**config.mk**
```make
export PLATFORM = sky130hd
export DESIGN_NAME = cr_tcipif_initiator
export DESIGN_NICKNAME = d
export VERILOG_FILES = /design/src/rtl/cr_tcipif_initiator.sv
export SDC_FILE = /design/constraint.sdc
export NUM_CORES = 1
export LEC_CHECK = 0
export CAP_MARGIN = 15
export CORE_MARGIN = 2
export CORE_UTILIZATION = 36
export CTS_CLUSTER_SIZE = 25
export DETAILED_ROUTE_END_ITERATION = 10
export PLACE_DENSITY = 0.77
export SLEW_MARGIN = 20
export SYNTH_ARGS = -nofsm -noshare
export SYNTH_HDL_FRONTEND = slang
export SYNTH_SLANG_ARGS = --single-unit
export TNS_END_PERCENT = 5
```
**constraint.sdc**
```tcl
create_clock -name forever_cpuclk -period 3.64 [get_ports forever_cpuclk]
set_clock_uncertainty 0.15 [all_clocks]
set_input_delay 0.728 -clock forever_cpuclk [delete_from_list [all_inputs] [get_ports forever_cpuclk]]
set_output_delay 0.728 -clock forever_cpuclk [all_outputs]
set_load 0.01 [all_outputs]
```
**src/rtl/cr_tcipif_initiator.sv**
```systemverilog
// Single-outstanding tcipif initiator: core valid/ready request in, one-hot slave access, buffered response out.
// Optional wait-cycle timeout is compiled in with `define CR_TCIPIF_TIMEOUT_EN.
module cr_tcipif_initiator #(
  parameter int NSLV = 4,
  parameter int TO_W = 8
) (
  input  logic                 forever_cpuclk,
  input  logic                 cpurst,
  input  logic                 req_vld,
  output logic                 req_rdy,
  input  logic [15:0]          req_addr,
  input  logic                 req_write,
  input  logic [31:0]          req_wdata,
  output logic                 rsp_vld,
  input  logic                 rsp_rdy,
  output logic [31:0]          rsp_rdata,
  output logic                 rsp_err,
  output logic [NSLV-1:0]      tcipif_x_sel,
  output logic [15:0]          tcipif_x_addr,
  output logic                 tcipif_x_write,
  output logic [31:0]          tcipif_x_wdata,
  input  logic [NSLV-1:0]      x_tcipif_cmplt,
  input  logic [32*NSLV-1:0]   x_tcipif_rdata
);

  typedef enum logic [1:0] {IDLE, ACCESS, RESP} state_t;

  state_t          state;
  logic [NSLV-1:0] dec_sel;
  logic            dec_hit;
  logic            cmplt_hit;
  logic [31:0]     rdata_mux;

  // The slave index is a 4-bit address nibble, so at most 16 responders decode.
  if (NSLV < 1 || NSLV > 16 || TO_W < 2) begin : g_param_check
    $error("cr_tcipif_initiator: NSLV must be 1..16 and TO_W at least 2");
  end

`ifdef CR_TCIPIF_TIMEOUT_EN
  localparam logic [TO_W-1:0] TO_PRE = {{(TO_W-1){1'b1}}, 1'b0};
  logic [TO_W-1:0] wait_cnt;

  function automatic logic [TO_W-1:0] sat_inc(input logic [TO_W-1:0] v);
    return (&v) ? v : v + 1'b1;
  endfunction
`endif

  always_comb begin
    dec_sel = '0;
    for (int i = 0; i < NSLV; i++)
      dec_sel[i] = (req_addr[15:12] == 4'(i));
    dec_hit = |dec_sel;
  end

  // The registered one-hot select doubles as the latched slave index.
  always_comb begin
    rdata_mux = '0;
    for (int i = 0; i < NSLV; i++)
      if (tcipif_x_sel[i]) rdata_mux = rdata_mux | x_tcipif_rdata[32*i +: 32];
    cmplt_hit = |(x_tcipif_cmplt & tcipif_x_sel);
  end

  always_ff @(posedge forever_cpuclk or posedge cpurst) begin
    if (cpurst) begin
      state          <= IDLE;
      req_rdy        <= 1'b1;
      rsp_vld        <= 1'b0;
      rsp_err        <= 1'b0;
      rsp_rdata      <= '0;
      tcipif_x_sel   <= '0;
      tcipif_x_addr  <= '0;
      tcipif_x_write <= 1'b0;
      tcipif_x_wdata <= '0;
`ifdef CR_TCIPIF_TIMEOUT_EN
      wait_cnt       <= '0;
`endif
    end else begin
      case (state)
        IDLE: begin
          if (req_vld) begin
            tcipif_x_addr  <= req_addr;
            tcipif_x_write <= req_write;
            tcipif_x_wdata <= req_wdata;
            req_rdy        <= 1'b0;
`ifdef CR_TCIPIF_TIMEOUT_EN
            wait_cnt       <= '0;
`endif
            if (dec_hit) begin
              tcipif_x_sel <= dec_sel;
              state        <= ACCESS;
            end else begin
              rsp_vld   <= 1'b1;
              rsp_err   <= 1'b1;
              rsp_rdata <= '0;
              state     <= RESP;
            end
          end
        end
        ACCESS: begin
          // Completion is checked first so it wins over a coincident timeout.
          if (cmplt_hit) begin
            rsp_rdata    <= tcipif_x_write ? 32'h0 : rdata_mux;
            rsp_err      <= 1'b0;
            rsp_vld      <= 1'b1;
            tcipif_x_sel <= '0;
            state        <= RESP;
          end
`ifdef CR_TCIPIF_TIMEOUT_EN
          else begin
            wait_cnt <= sat_inc(wait_cnt);
            if (wait_cnt >= TO_PRE) begin
              rsp_rdata    <= '0;
              rsp_err      <= 1'b1;
              rsp_vld      <= 1'b1;
              tcipif_x_sel <= '0;
              state        <= RESP;
            end
          end
`endif
        end
        RESP: begin
          if (rsp_rdy) begin
            rsp_vld <= 1'b0;
            req_rdy <= 1'b1;
            state   <= IDLE;
          end
        end
        default: state <= IDLE;
      endcase
    end
  end

endmodule

```
**Word level (Yosys, flattened, before mapping)**

Cells that the tools add are included.

- Add/subtract/negate cells: 0
- $mul: 0
- Div/mod/pow operators: 0
- Order comparisons: 0
- Equal/unequal tests: 10
- Shifts and indexed selects: 0
- Muxes and demuxes: 28
- Bitwise gates (word level): 4
- Reductions and logical operators: 13

Operators by type and width:

| operator | number |
|---|---|
| two-way mux 32 bit | 8 |
| OR 32 bit | 3 |
| one-hot mux 32 bit (2 select lines) | 1 |
| two-way mux 4 bit | 3 |
| inequality test 2 bit, second input constant | 5 |
| equality test 4 x 2 -> 1 bit, second input constant | 2 |
| two-way mux 2 bit | 4 |
| one-hot mux 4 bit (2 select lines) | 1 |
| AND reduction 4 bit | 2 |
| OR reduction 4 bit | 2 |
| two-way mux 1 bit | 7 |
| one-hot mux 2 bit (3 select lines) | 1 |
| AND reduction 3 bit | 2 |
| AND reduction 5 bit | 1 |
| bitwise AND 4 bit | 1 |
| equality test 4 x 1 -> 1 bit, second input constant | 1 |
| zero test 4 bit | 1 |
| one-hot mux 1 bit (2 select lines) | 2 |
| nonzero test 2 bit | 2 |
| one-hot mux 1 bit (3 select lines) | 1 |
| nonzero test 3 bit | 1 |
| equality test 2 x 1 -> 1 bit, second input constant | 1 |
| equality test 2 bit, second input constant | 1 |
| zero test 2 bit | 1 |
| AND reduction 2 bit | 1 |

- Flip-flop bits (word level): 90
- Latch bits: 0
- RAM bits: 0
- Memory bits (read-only): 0
- Input port bits: 185
- Output and inout port bits: 88
- Memories: 0

**Depth between registers and ports, before layout**

- Depth in word-level cells: 10
- Mapped depth: 7
- Mapped depth without buffers: 3

**Worst setup path before layout**

OpenSTA, ideal clock, no wires.

- Kind: input to register
- Start: input req_vld
- End: register tcipif_x_sel[0]
- Library setup time: 0.141 ns
- Arrival: 1.628 ns
- Path slack: 1.721 ns
- Stages: 5
- Path buffers: 2
- Path through: or3b_1 -> buf_2 -> buf_6 -> o31ai_1 -> o32ai_1

- Word-level cells in the longest chain between the ends: 2

RTL lines:

| item | RTL line | RTL |
|---|---|---|
| from (decl) | 9 | `input logic req_vld,` |
| inequality test 2 bit (no source line) | -- |  |
| AND reduction 4 bit (no source line) | -- |  |
| to (signal assigned) | 89 | `tcipif_x_sel <= dec_sel;` |
| to (decl) | 18 | `output logic [NSLV-1:0] tcipif_x_sel,` |

No other way between the ends.
A chain may end at the register's enable or synchronous reset.

**Worst setup path after layout**

- Start: register tcipif_x_sel[0]
- End: output tcipif_x_sel[0]

No word-level cell between the ends.

==> implementation parameters <==
Parameter                              Value

Synth
  Top_reg_cell synth    dfrtp_1
  Register area share after synthesis    54.1%
  Basic-gate share of the synthesized area counting and, or, nand and nor cells    14.4%
  FF+latch count, synth    90
  XOR/XNOR share of the synthesized area    0%
  Main combinational cell family by area after synthesis    compound AO/OA/AOI/OAI gates
  Share of Yosys cell area claimed by the top area cell type    53.5%
  Adder-cell share of the synthesized area    0%
  Complex-gate fraction of the synthesized area    26.4%
  Number of nets in the synthesized netlist    629
  Synthesized area per cell    9.37 sq um
  Cell type with the highest aggregate area in the netlist    dfrtp_1
  Combined area of all synthesized cells    4160 sq um
  Count of warnings emitted by yosys    0
  Share of flip-flops with an asynchronous set or reset after synthesis    100%
  Synth Instances    444
  EDFF count, synth    0
  Most common cell in the netlist    nand2_1
  Leading cell types by count after synthesis    143 x nand2_1, 89 x dfrtp_1, 33 x o21ai_0
  Top area cells in the synthesized netlist    dfrtp_1 54%, nand2_1 13%, a221oi_1 6.7%
  Fraction of synthesized area in multiplexers    0%
  Number of distinct library cells after synthesis    29

Placed design
  Placer congestion estimate    0.842
  Number of placed instances with taps included    827
  PortBufs    272
  HPWL after detailed placement    11.7 mm

Clocking
  Resized Gates After CTS    0
  CTS Hold Bufs    0
  Clock latency on the worst-skew pair    0.32 ns
  Bufs on Longest Clock Path    2
  Clock Sink Count    90
  Clock Tree Root    clkbuf_16
  # H-tree levels    3
  Clock tree from TritonCTS    yes
  Register clock-pin slew on the reported worst setup and hold paths    0.06 ns
  Number of setup buffers added after CTS    0
  Number of buffers created by CTS    9

Status
  Run status    completed

Timing
  Hold Fails Final Rpt    0
  Unrepaired setup endpoints after global routing    no
  Final setup fails    0
  Final Cycle Share    69.1%
  Transition time of the tightest slew-check pin    0.978 ns
  Final slew viol count    0
  Peak clock frequency supported by timing    398 MHz
  Max-Slew Margin vs Limit    34.7%
  Final Critical Period    2.51 ns
  Aggregate negative setup slack    0 ns

Power
  Clk pwr share    17.8%
  Part of the total power dissipated in sequential elements    33.3%
  Final Power    4.88 mW
  Combinational cell fraction of total power    48.9%
  P_leak    3.12 nW
  Switching power as a share of total power    36.7%
  Largest vdd supply drop    0.537 mV
  Switching power    1.79 mW
  Internal power    3.09 mW
  Power Dens Cells    673 nW/um^2

Worst setup path
  WP data arrival    1.64 ns
  Cell with the largest stage delay on the worst path    clkdlybuf4s50_1
  Cell breakdown of the critical path    buf_4, clkdlybuf4s50_1
  Delay of the slowest cell on the worst path    0.61 ns
  Crit start category    flip-flop
  Crit Path Category    flip-flop to primary output
  Kind of end point of the critical path    primary output
  Required time of the critical path    2.76 ns
  Crit-path max FO    35

Finish
  # diodes    0
  Layout Area Growth over Synthesis    74.2%
  Number of nets in the layout    880
  Layout cells sized above 1    4.71%
  Final cell count without fillers    843

Detailed routing
  Wire per inst    18.5 um
  DR iter-0 viols    288
  Vias after detailed routing    4,454
  Residual antenna-violating net count after detailed routing    0
  Overall routed net length    15.6 mm
  Post-detailed-route via-to-cell ratio    5.28
  DRC Markers    0
  Number of search-and-repair iterations in the first detailed-routing pass    4

Floorplan
  Horizontal extent of the die    112 um
  Die Footprint    12,400 sq um
  IO Count    273
  Vert. Die Dim    112 um
  Initial Utilization    36.6%
  Placement row count    39
  Area of the core region    11,400 sq um

Global routing
  Overall global routing resource usage    24.9%
  First-pass GRT wire length    24.8 mm
  Total grt overflow    0
  Number of antenna violations at the first check in global routing    0
  Number of global-route vias before repair    4,608
  Maximum number of pins on one net before global-route repair    88

Job
  Max-capacitance violation count    0

Min path
  Type of the most critical hold path    flip-flop to flip-flop
-- power by group through the flow --
stage	clock (mW)	sequential, mW	combinational [mW]
3_3_place_gp	0	1.63	2.35
5_1_grt	0.938	1.68	2.58
4_1_cts	0.888	1.63	2.40
6_report	0.867	1.63	2.39
3_5_place_dp	0	1.63	2.40
2_1_floorplan	0	1.71	1.09
-- final cells by class --
| cell class | instances | area [sq um] |
|---|---|---|
| clock buffer | 12 | 256 |
| clock inverter | 4 | 26.3 |
| fill | 947 | 4120 |
| inverter | 5 | 20.0 |
| multi-input combinational | 307 | 1720 |
| sequential | 90 | 2250 |
| tap | 143 | 179 |
| timing repair buffer | 282 | 2800 |
-- metrics by stage --
| step | util, % | hold WS [ns] | setup WS, ns | instance area [sq um] |
|---|---|---|---|---|
| after floorplan | - | 0.343 | 0.428 | 4160 |
| final | 63.8 | 0.328 | 1.13 | 7250 |
| after global routing | 63.8 | 0.344 | 1.06 | 7250 |
| after CTS | 63.8 | 0.332 | 1.12 | 7250 |
| after detailed placement | 61.3 | 0.312 | 0.862 | 6970 |
| after global placement | 61.3 | 0.307 | 0.920 | 6970 |
-- layout by cell type, fill, tap and decap left out, types with 2 or more instances in the layout --
master,instances
clkdlybuf4s50_1,272
nand2_1,143
dfrtp_1,89
o21ai_0,33
a22o_1,32
a221oi_1,32
o22ai_1,32
buf_4,10
clkbuf_16,9
a21oi_1,4
inv_1,4
o31ai_1,4
o32ai_1,4
o21ai_1,4
nor2b_1,3
clkinv_2,3
a22oi_1,2
nor2_1,2
clkbuf_8,2
-- flip-flops by register name, indices dropped and copies added (netlist names) --
name            cells
req_rdy             1
rsp_err             1
rsp_rdata          32
rsp_vld             1
state               2
tcipif_x_addr      16
tcipif_x_sel        4
tcipif_x_wdata     32
tcipif_x_write      1
-- worst paths after layout --
| kind | start | endpoint | slack [ns] | depth (start not counted) |
|---|---|---|---|---|
| setup reg to reg | tcipif_x_sel[1]$_DFFE_PP0P_ | tcipif_x_sel[3]$_DFFE_PP0P_ | 1.30 | 3 |
| hold / removal | tcipif_x_addr[3]$_DFFE_PP0P_ | tcipif_x_addr[3]$_DFFE_PP0P_ | 0.33 | 2 |
| max in group asynchronous | cpurst | tcipif_x_addr[9]$_DFFE_PP0P_ | 1.78 | 3 |
| min in group asynchronous | cpurst | tcipif_x_wdata[10]$_DFFE_PP0P_ | 0.72 | 2 |
| hold reg to reg | tcipif_x_addr[3]$_DFFE_PP0P_ | tcipif_x_addr[3]$_DFFE_PP0P_ | 0.33 | 2 |
| setup / recovery | tcipif_x_sel[0]$_DFFE_PP0P_ | tcipif_x_sel[0] | 1.13 | 2 |
-- logic make-up after synthesis --
logic type             after synthesis
AOI/OAI and AO/OA                  153
buffers and inverters               47
DFF                                 90
and+or+nand+nor                    154
-- metal layers --
metal | up-vias | routed length [um] | track usage, %
li1 | 2105 | - | -
met1 | 2119 | 6460 | 31.5
met2 | 202 | 7590 | 41.5
met3 | 28 | 1160 | 6.91
met4 | 0 | 372 | 8.56
met5 | - | 0 | 0
-- critical path, delay by kind of cell, from the launching register on --
kind / cells / cell delay (ns)
buf+inv: 2 / 0.97
flops: 1 / 0.32
No activity file was read; power rests on OpenSTA's default activity.
